## config.mk

```make
export PLATFORM = sky130hd
export DESIGN_NAME = vicuna_cluster_ctrl
export DESIGN_NICKNAME = d
export VERILOG_FILES = /design/src/rtl/vicuna_cluster_ctrl.sv
export SDC_FILE = /design/constraint.sdc
export NUM_CORES = 1
export LEC_CHECK = 0
export ABC_CLOCK_PERIOD_IN_PS = 9030
export CORE_ASPECT_RATIO = 1.25
export CORE_UTILIZATION = 55
export CTS_BUF_LIST = sky130_fd_sc_hd__clkbuf_8 sky130_fd_sc_hd__clkbuf_16
export DETAILED_ROUTE_END_ITERATION = 8
export DONT_BUFFER_PORTS = 1
export GPL_TIMING_DRIVEN = 0
export PLACE_DENSITY_LB_ADDON = 0.15
export SYNTH_ARGS = -nofsm -noshare
export SYNTH_HDL_FRONTEND = slang
export SYNTH_SLANG_ARGS = --single-unit
```

## constraint.sdc

```tcl
create_clock -name clk_i -period 9.03 [get_ports clk_i]
set_input_delay 1.3545 -clock clk_i [delete_from_list [all_inputs] [get_ports clk_i]]
set_output_delay 1.3545 -clock clk_i [all_outputs]
set_load 0.1 [all_outputs]
```

## src/rtl/vicuna_cluster_ctrl.sv

```systemverilog
// Run-control unit for a cluster of NumCores vicuna cores: reset sequencing, boot address, run cycles, done irq.
// Define VICUNA_CLUSTER_WATCHDOG_EN to add the per-core run-cycle watchdog (WDOG_TIMEOUT / WDOG_ERR).
//
// state   | meaning
// --------+---------------------------------------------------------------
// HALTED  | core held in reset, idle; BOOT_ADDR writable
// ARMING  | core held in reset for ResetHoldCycles cycles before release
// RUNNING | core out of reset, CYCLES counting (saturating)
// DONE    | core signalled done, back in reset, CYCLES frozen
module vicuna_cluster_ctrl #(
  parameter int unsigned NumCores        = 2,
  parameter logic [31:0] BootAddrDefault = 32'h0,
  parameter int unsigned ResetHoldCycles = 4
) (
  input  logic                   clk_i,
  input  logic                   rst_i,
  input  logic                   reg_req_i,
  input  logic                   reg_we_i,
  input  logic [7:0]             reg_addr_i,
  input  logic [31:0]            reg_wdata_i,
  output logic [31:0]            reg_rdata_o,
  output logic                   reg_rvalid_o,
  output logic                   reg_err_o,
  input  logic [NumCores-1:0]    core_done_i,
  output logic [NumCores-1:0]    core_rst_no,
  output logic [NumCores*32-1:0] boot_addr_o,
  output logic                   irq_o
);

  typedef enum logic [1:0] {
    HALTED  = 2'd0,
    ARMING  = 2'd1,
    RUNNING = 2'd2,
    DONE    = 2'd3
  } core_state_e;

  localparam logic [7:0] HoldInit = 8'(ResetHoldCycles - 1);

  core_state_e         state_q  [NumCores];
  core_state_e         state_d  [NumCores];
  logic [7:0]          hold_q   [NumCores];
  logic [7:0]          hold_d   [NumCores];
  logic [31:0]         cycles_q [NumCores];
  logic [31:0]         cycles_d [NumCores];
  logic [31:0]         boot_q   [NumCores];
  logic [31:0]         boot_d   [NumCores];
  logic [NumCores-1:0] status_q, status_d, irq_en_q, irq_en_d;
  logic [NumCores-1:0] start_req, halt_req, status_clr, done_set, running;
  logic [5:0]          word;
  logic                wr, rd, hit, err_d;
  logic [31:0]         rdata_d, cyc_inc;
  logic                unused_addr;

`ifdef VICUNA_CLUSTER_WATCHDOG_EN
  logic [31:0]         wdog_timeout_q, wdog_timeout_d;
  logic [NumCores-1:0] wdog_err_q, wdog_err_d, wdog_set, wdog_clr;
`endif

  assign word        = reg_addr_i[7:2];
  assign wr          = reg_req_i & reg_we_i;
  assign rd          = reg_req_i & ~reg_we_i;
  assign unused_addr = ^reg_addr_i[1:0];

  // Write decode; BOOT_ADDR only accepts writes while its core is in reset and idle.
  always_comb begin
    start_req  = '0;
    halt_req   = '0;
    status_clr = '0;
    irq_en_d   = irq_en_q;
`ifdef VICUNA_CLUSTER_WATCHDOG_EN
    wdog_timeout_d = wdog_timeout_q;
    wdog_clr       = '0;
`endif
    if (wr) begin
      case (word)
        6'd0:    start_req  = reg_wdata_i[NumCores-1:0];
        6'd1:    halt_req   = reg_wdata_i[NumCores-1:0];
        6'd2:    status_clr = reg_wdata_i[NumCores-1:0];
        6'd3:    irq_en_d   = reg_wdata_i[NumCores-1:0];
`ifdef VICUNA_CLUSTER_WATCHDOG_EN
        6'd60:   wdog_timeout_d = reg_wdata_i;
        6'd61:   wdog_clr       = reg_wdata_i[NumCores-1:0];
`endif
        default: ;
      endcase
    end
    for (int n = 0; n < NumCores; n++) begin
      boot_d[n] = boot_q[n];
      if (wr && word == 6'(4 + 2 * n) &&
          (state_q[n] == HALTED || state_q[n] == DONE)) begin
        boot_d[n] = reg_wdata_i;
      end
    end
  end

  always_comb begin
    rdata_d = '0;
    hit     = 1'b0;
    case (word)
      6'd0:    begin hit = 1'b1; rdata_d[NumCores-1:0] = running;  end
      6'd1:    hit = 1'b1;
      6'd2:    begin hit = 1'b1; rdata_d[NumCores-1:0] = status_q; end
      6'd3:    begin hit = 1'b1; rdata_d[NumCores-1:0] = irq_en_q; end
`ifdef VICUNA_CLUSTER_WATCHDOG_EN
      6'd60:   begin hit = 1'b1; rdata_d = wdog_timeout_q;           end
      6'd61:   begin hit = 1'b1; rdata_d[NumCores-1:0] = wdog_err_q; end
`endif
      default: ;
    endcase
    for (int n = 0; n < NumCores; n++) begin
      if (word == 6'(4 + 2 * n)) begin
        hit     = 1'b1;
        rdata_d = boot_q[n];
      end
      if (word == 6'(5 + 2 * n)) begin
        hit     = 1'b1;
        rdata_d = cycles_q[n];
      end
    end
    err_d = ~hit;
    if (!rd) rdata_d = '0;
  end

  // Per-core next state; halt beats done, done beats the watchdog.
  always_comb begin
    done_set = '0;
    cyc_inc  = '0;
`ifdef VICUNA_CLUSTER_WATCHDOG_EN
    wdog_set = '0;
`endif
    for (int n = 0; n < NumCores; n++) begin
      state_d[n]  = state_q[n];
      hold_d[n]   = hold_q[n];
      cycles_d[n] = cycles_q[n];
      cyc_inc     = (cycles_q[n] == 32'hFFFF_FFFF) ? cycles_q[n] : cycles_q[n] + 32'd1;
      case (state_q[n])
        HALTED: begin
          if (start_req[n] && !halt_req[n]) begin
            state_d[n]  = ARMING;
            hold_d[n]   = HoldInit;
            cycles_d[n] = '0;
          end
        end
        ARMING: begin
          if (halt_req[n])           state_d[n] = HALTED;
          else if (hold_q[n] == '0)  state_d[n] = RUNNING;
          else                       hold_d[n]  = hold_q[n] - 8'd1;
        end
        RUNNING: begin
          cycles_d[n] = cyc_inc;
          if (halt_req[n]) begin
            state_d[n] = HALTED;
          end else if (core_done_i[n]) begin
            state_d[n]  = DONE;
            done_set[n] = 1'b1;
          end
`ifdef VICUNA_CLUSTER_WATCHDOG_EN
          else if (wdog_timeout_q != '0 && cyc_inc == wdog_timeout_q) begin
            state_d[n]  = HALTED;
            wdog_set[n] = 1'b1;
          end
`endif
        end
        DONE: begin
          if (halt_req[n]) begin
            state_d[n] = HALTED;
          end else if (start_req[n]) begin
            state_d[n]  = ARMING;
            hold_d[n]   = HoldInit;
            cycles_d[n] = '0;
          end
        end
        default: state_d[n] = HALTED;
      endcase
    end
    status_d = (status_q & ~status_clr) | done_set;
`ifdef VICUNA_CLUSTER_WATCHDOG_EN
    wdog_err_d = (wdog_err_q & ~wdog_clr) | wdog_set;
`endif
  end

  always_ff @(posedge clk_i or posedge rst_i) begin
    if (rst_i) begin
      for (int n = 0; n < NumCores; n++) begin
        state_q[n]  <= HALTED;
        hold_q[n]   <= '0;
        cycles_q[n] <= '0;
        boot_q[n]   <= BootAddrDefault;
      end
      status_q     <= '0;
      irq_en_q     <= '0;
      reg_rdata_o  <= '0;
      reg_rvalid_o <= 1'b0;
      reg_err_o    <= 1'b0;
`ifdef VICUNA_CLUSTER_WATCHDOG_EN
      wdog_timeout_q <= '0;
      wdog_err_q     <= '0;
`endif
    end else begin
      for (int n = 0; n < NumCores; n++) begin
        state_q[n]  <= state_d[n];
        hold_q[n]   <= hold_d[n];
        cycles_q[n] <= cycles_d[n];
        boot_q[n]   <= boot_d[n];
      end
      status_q     <= status_d;
      irq_en_q     <= irq_en_d;
      reg_rdata_o  <= rdata_d;
      reg_rvalid_o <= reg_req_i;
      reg_err_o    <= reg_req_i & err_d;
`ifdef VICUNA_CLUSTER_WATCHDOG_EN
      wdog_timeout_q <= wdog_timeout_d;
      wdog_err_q     <= wdog_err_d;
`endif
    end
  end

  always_comb begin
    boot_addr_o = '0;
    for (int n = 0; n < NumCores; n++) begin
      running[n]              = (state_q[n] == RUNNING);
      boot_addr_o[32*n +: 32] = boot_q[n];
    end
  end

  assign core_rst_no = running;

`ifdef VICUNA_CLUSTER_WATCHDOG_EN
  assign irq_o = |((status_q | wdog_err_q) & irq_en_q);
`else
  assign irq_o = |(status_q & irq_en_q);
`endif

endmodule

```

== Word-level counts from Yosys, hierarchy flattened ==
Index checks and enable logic that the tools add are counted.
Storage, ports and cells
  bits in registers: 186
  latch bits: 0
  bits in writable memories: 0
  memory bits (read-only): 0
  input bits: 46
  output and inout bits: 101
  logic and storage cells: 148
  memories kept: 0
Cells by class
  add/subtract/negate cells: 4
  multipliers: 0
  div/mod/pow operators: 0
  order comparisons: 0
  equal/unequal tests: 33
  shift-type cells: 0
  muxes and demuxes: 61
  bitwise logic cells: 9
  reductions and logical operators: 28
Operators with widths (count)
  32-bit two-way mux: 13
  32-bit case mux with 3 select lines: 2
  8-bit two-way mux: 10
  32-bit by 1-bit adder with 32-bit output, second input constant: 2
  32-bit == test, second input constant: 2
  8-bit case mux with 3 select lines: 2
  2-bit two-way mux: 20
  6-bit by 3-bit == test with 1-bit output, second input constant: 4
  2-bit != test, second input constant: 10
  8-bit logical NOT: 2
  2-bit case mux with 4 select lines: 2
  8-bit by 1-bit subtractor with 8-bit output, second input constant: 2
  6-bit by 2-bit == test with 1-bit output, second input constant: 2
  3-bit != test, second input constant: 4
  6-bit AND reduction: 2
  3-bit nonzero test: 4
  1-bit two-way mux: 11
  5-bit AND reduction: 2
  2-bit == test, second input constant: 4
  4-bit AND reduction: 2
  6-bit by 1-bit == test with 1-bit output, second input constant: 1
  1-bit logical AND: 6
  6-bit logical NOT: 1
  3-bit by 2-bit != test with 1-bit output, second input constant: 2
  other kinds (14): 23

== Logic depth before layout (Yosys ltp) ==
Gate-level depths: netlist of the first run.
  depth after elaboration: 9
  depth in mapped cells: 8
  depth with buffers taken out: 7

== Worst setup path before layout of the first run ==
OpenSTA, ideal clock, no wires.
  kind: input to register
  from: input reg_addr_i[5]
  to: register boot_q (netlist bit boot_addr_o[32])
  library setup time: 0.126 ns
  data arrival time: 2.866 ns
  required time: 8.904 ns
  slack: 6.038 ns
  stages on the path: 7
  buffers on the path: 2
  cells stage by stage: nor3_2 -> nand2_1 -> nor2_1 -> nor4bb_1 -> clkbuf_2 -> buf_4 -> mux2_2
Between the ends
  cells in the longest elaborated chain, start to end: 3
Ends and longest elaborated chain
  start: declaration: line 19  | input logic [7:0] reg_addr_i,
  6-bit by 3-bit == test with 1-bit output: line 89  | if (wr && word == 6'(4 + 2 * n) &&
  1-bit logical AND (2 in a row): line 89
  end signal: indexed assignment: line 188  | boot_q[n] <= BootAddrDefault;
  end signal: indexed assignment: line 204  | boot_q[n] <= boot_d[n];
  end: declaration: line 45  | logic [31:0] boot_q [NumCores];
No other way between the ends.
A chain may end at the register's enable or synchronous reset.

== Final worst setup path of the first run ==
  from: input reg_addr_i[5]
  to: register boot_q (netlist bit boot_addr_o[20])
Same word-level chain as after synthesis.

==> reports/metrics.cfg, run 1 <==
[die]
die_x_um=121.5
start_util_pct=56.32
ios=147
rows=54
die_h_um=151.4
core_area_um2=17430
die_area_um2=18390

[timing]
grt_setup_unrepaired=no
tightest_slew_ns=1.340
fin_setup_tns_ns=0
hold_ws_ns=0.5494
fin_ws_ns=5.543
finalHoldViolCount=0
skew_ns=0.005554
fin_crit_sh_pct=38.62
post-route-min-period_ns=3.487
slew_viol_final=0
timing.slew.headroom_pct=10.65
setup_viol=0
fmax_mhz=286.8

[logic_synthesis]
synth_seq_cells=186
async_flop_share_pct=100.0
ys_seq_area_share_pct=47.41
synth_fp_nets=946
ys_types=77
synthCells=884
synth_edf_count=0
synthFlopType=dfrtp_1
syn_area_um2=9817
yosysWarnings=0
synth_area_per_cell_um2=11.11

[worst_setup_path]
end_kind=flop
crit_path_cell_trace=nor3_2 > nand2_1 > nor2_1 > nor4b_4 > buf_4 > mux2_2
cpMaxStageDelayCell=nor4b_4
critical_path_class=primary input to flop
cp.arrival_ns=3.80
crit_required_ns=9.34
slowest_delay_ns=0.75
worstSetupStartpointType=primary input
critPathMaxFanout=10

[routing]
vias=7681
dr.pass1.iters=6
initialDrtViolationCount=737
avgViaCountPerCell=6.732
routedWlPerCell_um=23.73
ant_nets=0
post-route-drc-count=0
totalWireLength_um=27080

[finish]
diodes=0
fin_area_um2=10660
drive_gt1_share_pct=20.61
finalNetCount=966
final_common_cell=dfrtp_1
syn_to_final_growth_pct=8.590
final_cell_mix=dfrtp_1, mux2_2, o21ai_0

[clock_network]
post_cts_buffers=0
cts.path.max_buffers=2
numCtsBuffers=17
clkSinkCount=186
cts_hold_buf=0
htree_num_levels=4
cts_tree=yes
clock_latency_ns=0.43
cts-root-buf=clkbuf_16
cts_resized=0
clk_pin_slew_worst_paths_ns=0.07

[power]
clkPwrFrac_pct=25.6
p_int_mw=1.505
p_sw_share_pct=43.61
seq_power_share_pct=47.4
p_leak_nw=4.458
power_switching_mw=1.164
power.density_nw_per_um2=250.4
peakVddDrop_mv=0.1643
share_comb_of_total_power_pct=27.0

[hold_path]
hold_class=flop to flop

[placed_design]
post-place-ws_ns=5.189
hpwl_um=20310
io_buffers=0
placed_area_um2=10130
gp_congestion=0.9425

[run_status]
status=finished clean

[global_route]
antenna_found_initial=0
grt_usage_pct=30.35
grt_max_degree=134
grt_pass1_wl_um=42010
grt_pass1_vias=7695
overflow=0

[run]
cap_violations=0

## per-layer routing
layer	global-route usage (%)	vias to the layer above	share of wire, %	wire, µm
li1	-	3418	-	-
met1	36.44	3885	39	10550
met2	53.27	328	52	13990
met3	6.325	50	7.0	1885
met4	11.48	0	2.4	660
met5	0	-	0	0
## critical path, delay by kind of cell
family | cells | cell delay [ns]
buffers and inverters | 1 | 0.33
AND/OR/NAND/NOR | 4 | 1.74
multiplexers | 1 | 0.36
## Yosys cell counts, drive strengths merged (24+ instances only)
cell type	n	share of area, %
mux4	24	5.5
or3	29	1.8
dfrtp	186	47
nand3	35	1.8
nor2	49	1.9
nor2b	26	1.7
o21ai	57	2.9
o31ai	27	2.4
clkbuf	24	0.94
a21oi	43	2.2
nand2	46	1.8
mux2	80	9.2
## cell type report
cell class              count  area [µm²]
multi-input cells         632        4867
plain buffers              45       216.5
clock buffers              17       425.4
repair buffers              1       27.53
flip-flops and latches    186        4654
clock inverters            15       102.6
fillers                  1401        6771
well taps                 224       280.3
inverters                  21       86.33
## registers in the layout, indices dropped and copies added, names as in the netlist
name,cells
boot_addr_o,64
status_q,2
cycles_q,64
reg_rdata_o,32
reg_err_o,1
irq_en_q,2
reg_rvalid_o,1
state_q,4
hold_q,16
## cells by family (layout without fill, tap and decap cells)
family / count (synthesis) / count (layout) / synth area share, %
compound gates: 211 / 211 / 14.70
xor+xnor: 5 / 5 / 0.4461
fa+ha+maj: 16 / 16 / 2.039
buf+inv: 66 / 99 / 3.008
flops: 186 / 186 / 47.41
mux: 110 / 110 / 15.33
simple gates: 290 / 290 / 17.07
## through the flow
stage               std cells  util (%)  total power, mW
finish                   1141     61.15            2.670
global route             1141     61.15            2.776
CTS                      1141     61.15            2.663
detailed placement       1109     58.13            1.989
global placement         1108     57.92            1.948
floorplan                 884         -            1.778
## path summary, 6_finish.rpt
check,from,endpoint,slack (ns),cells after the start
max,reg_addr_i[5],boot_addr_o[20],5.54,6
min,irq_en_q[0],irq_en_q[0],0.55,1
max reg2reg,state_q[2],cycles_q[40],5.69,7
min reg2reg,irq_en_q[0],irq_en_q[0],0.55,1
max in group asynchronous,rst_i,state_q[3],7.27,2
min in group asynchronous,rst_i,reg_rdata_o[25],0.77,1
## power groups by stage
stage / Clock [mW] / Sequential, mW / Combinational [mW]
after floorplan: 0 / 1.25 / 0.530
after global placement: 0 / 1.27 / 0.676
after detailed placement: 0 / 1.28 / 0.710
after CTS: 0.687 / 1.26 / 0.712
after global routing: 0.719 / 1.28 / 0.780
final: 0.683 / 1.27 / 0.721
Power figures use the tool's default switching activity.
==> inputs of run 2 (changes only) <==
Settings changed: ABC_CLOCK_PERIOD_IN_PS 9030 to 3400.
Clock period 9.03 ns to 3.4 ns, I/O delays scaled along.
==> run 2 against run 1 <==
Hold slack lost 0.51 ns. First-iteration DRC count shrank 20%. Combinational power grew to 2.6 times the previous value. Via count shrank 0.13%. Final cell count grew 0.35%. Clock-buffer cell count is the same. Sequential power grew to 2.6 times the previous value. Critical path depth grew 2. Register-to-register slack lost 5.4 ns. Non-clock buffer count grew 3. Critical path type is now flop to flop. Largest cell class unchanged. Largest power group unchanged.
==> reports/metrics.cfg, run 2 (synthesis gave the netlist of run 1 again) <==
[run_status]
status=finished clean

[die]
core_area_um2=17430
die_area_um2=18390
start_util_pct=56.32
rows=54
die_h_um=151.4
ios=147
die_x_um=121.5

[worst_setup_path]
r2r_slack_ns=0.30
crit_start=state_q[0]
critPathMaxFanout=10
reg2reg_depth=8
cp.arrival_ns=3.41
cpMaxStageDelayCell=ha_1
crit_buf_inv=2
cpLargestDelayFamily=adder cells
slowest_delay_ns=0.91
critical_path_class=flop to flop
crit_required_ns=3.71
worstSetupStartpointType=flop
r2r-start=state_q[0]
end_kind=flop
cp.depth=8
crit_end=cycles_q[2]
crit_path_cell_trace=inv_1 > ha_1 > nand4_1 > nor4_1 > a41o_1 > clkbuf_1 > or2_1 > o21ai_0
r2r-end=cycles_q[2]

[routing]
vias=7671
totalWireLength_um=27180
initialDrtViolationCount=591
dr.pass1.iters=5
routedWlPerCell_um=23.74
avgViaCountPerCell=6.700
post-route-drc-count=0
ant_nets=0

[timing]
skew_ns=0.009885
post-route-min-period_ns=3.095
slew_viol_final=0
tightest_slew_ns=1.114
fmax_mhz=323.1
finalHoldViolCount=0
hold_ws_ns=0.03716
grt_setup_unrepaired=no
fin_crit_sh_pct=91.04
timing.slew.headroom_pct=25.75
setup_viol=0

[power]
power.density_nw_per_um2=666.9
peakVddDrop_mv=0.4963
p_leak_nw=4.495

[finish]
final_common_cell=dfrtp_1
nFillCells=1435
final_util_pct=61.76
finalNonFillerCells=1145
finalNetCount=969
final_cell_mix=dfrtp_1, mux2_2, o21ai_0
drive_gt1_share_pct=21.20
syn_to_final_growth_pct=9.661
fin_area_um2=10770

[placed_design]
dp_cells=1112
placed_area_um2=10180
hpwl_um=20420
gp_congestion=0.9217
io_buffers=0

[global_route]
overflow=0
grt_max_degree=44
grt_usage_pct=30.92
grt_pass1_wl_um=42770
grt_pass1_vias=7619
antenna_found_initial=0

[clock_network]
htree_num_levels=4
cts-root-buf=clkbuf_16
cts.path.max_buffers=2
cts_tree=yes
cts_hold_buf=0
clkSinkCount=186
clock_latency_ns=0.44
clk_pin_slew_worst_paths_ns=0.08
numCtsBuffers=17

[hold_path]
hold_class=primary input to asynchronous set/reset pin

[run]
cap_violations=0

run 2: timing repair:
| action | in CTS | in global routing |
|---|---|---|
| resized for setup | 0 | 1 |
| buffers inserted | 0 | 0 |
| endpoints found under the setup margin | 0 | 7 |
run 2: layout make-up:
type                    count  area (µm²)  share of cell area (%)
well taps                 224       280.3                   2.603
clock inverters            15       153.9                   1.430
clock buffers              17       425.4                   3.952
repair buffers              4       80.08                  0.7438
flip-flops and latches    186        4654                   43.24
diodes                      1       2.502                 0.02325
multi-input cells         632        4870                   45.23
inverters                  21       82.58                  0.7671
plain buffers              45       216.5                   2.011
run 2: worst min path at each step:
stage                      start              end  slack (ns)  cells after the start
global placement     irq_en_q[0]      irq_en_q[0]        0.52                      1
detailed placement         rst_i  reg_rdata_o[25]        0.52                      1
CTS                        rst_i  reg_rdata_o[25]        0.05                      1
floorplan           cycles_q[55]     cycles_q[55]        0.48                      1
global route               rst_i  reg_rdata_o[25]        0.07                      1
finish                     rst_i  boot_addr_o[24]        0.04                      1
run 2: metal layers:
layer | part of all wire, % | GRT usage, %
met1 | 40 | 38.51
met2 | 50 | 51.56
met3 | 6.8 | 6.815
met4 | 3.2 | 13.46
met5 | 0 | 0
run 2: report_power, final:
| group | switching, mW | internal [mW] | total [mW] |
|---|---|---|---|
| sequential | 0.937 | 2.42 | 3.36 |
| clock | 0.961 | 0.978 | 1.94 |
| combinational | 1.23 | 0.650 | 1.88 |
run 2: metrics by stage:
step                      setup slack (ns)  power (mW)  setup TNS [ns]
final                               0.3046       7.180               0
after global routing               0.07156       7.522               0
after CTS                          0.06420       7.199               0
after detailed placement           0.08576       5.255               0
after global placement             -0.3641       5.152          -65.47
after floorplan                     0.4975       4.723               0
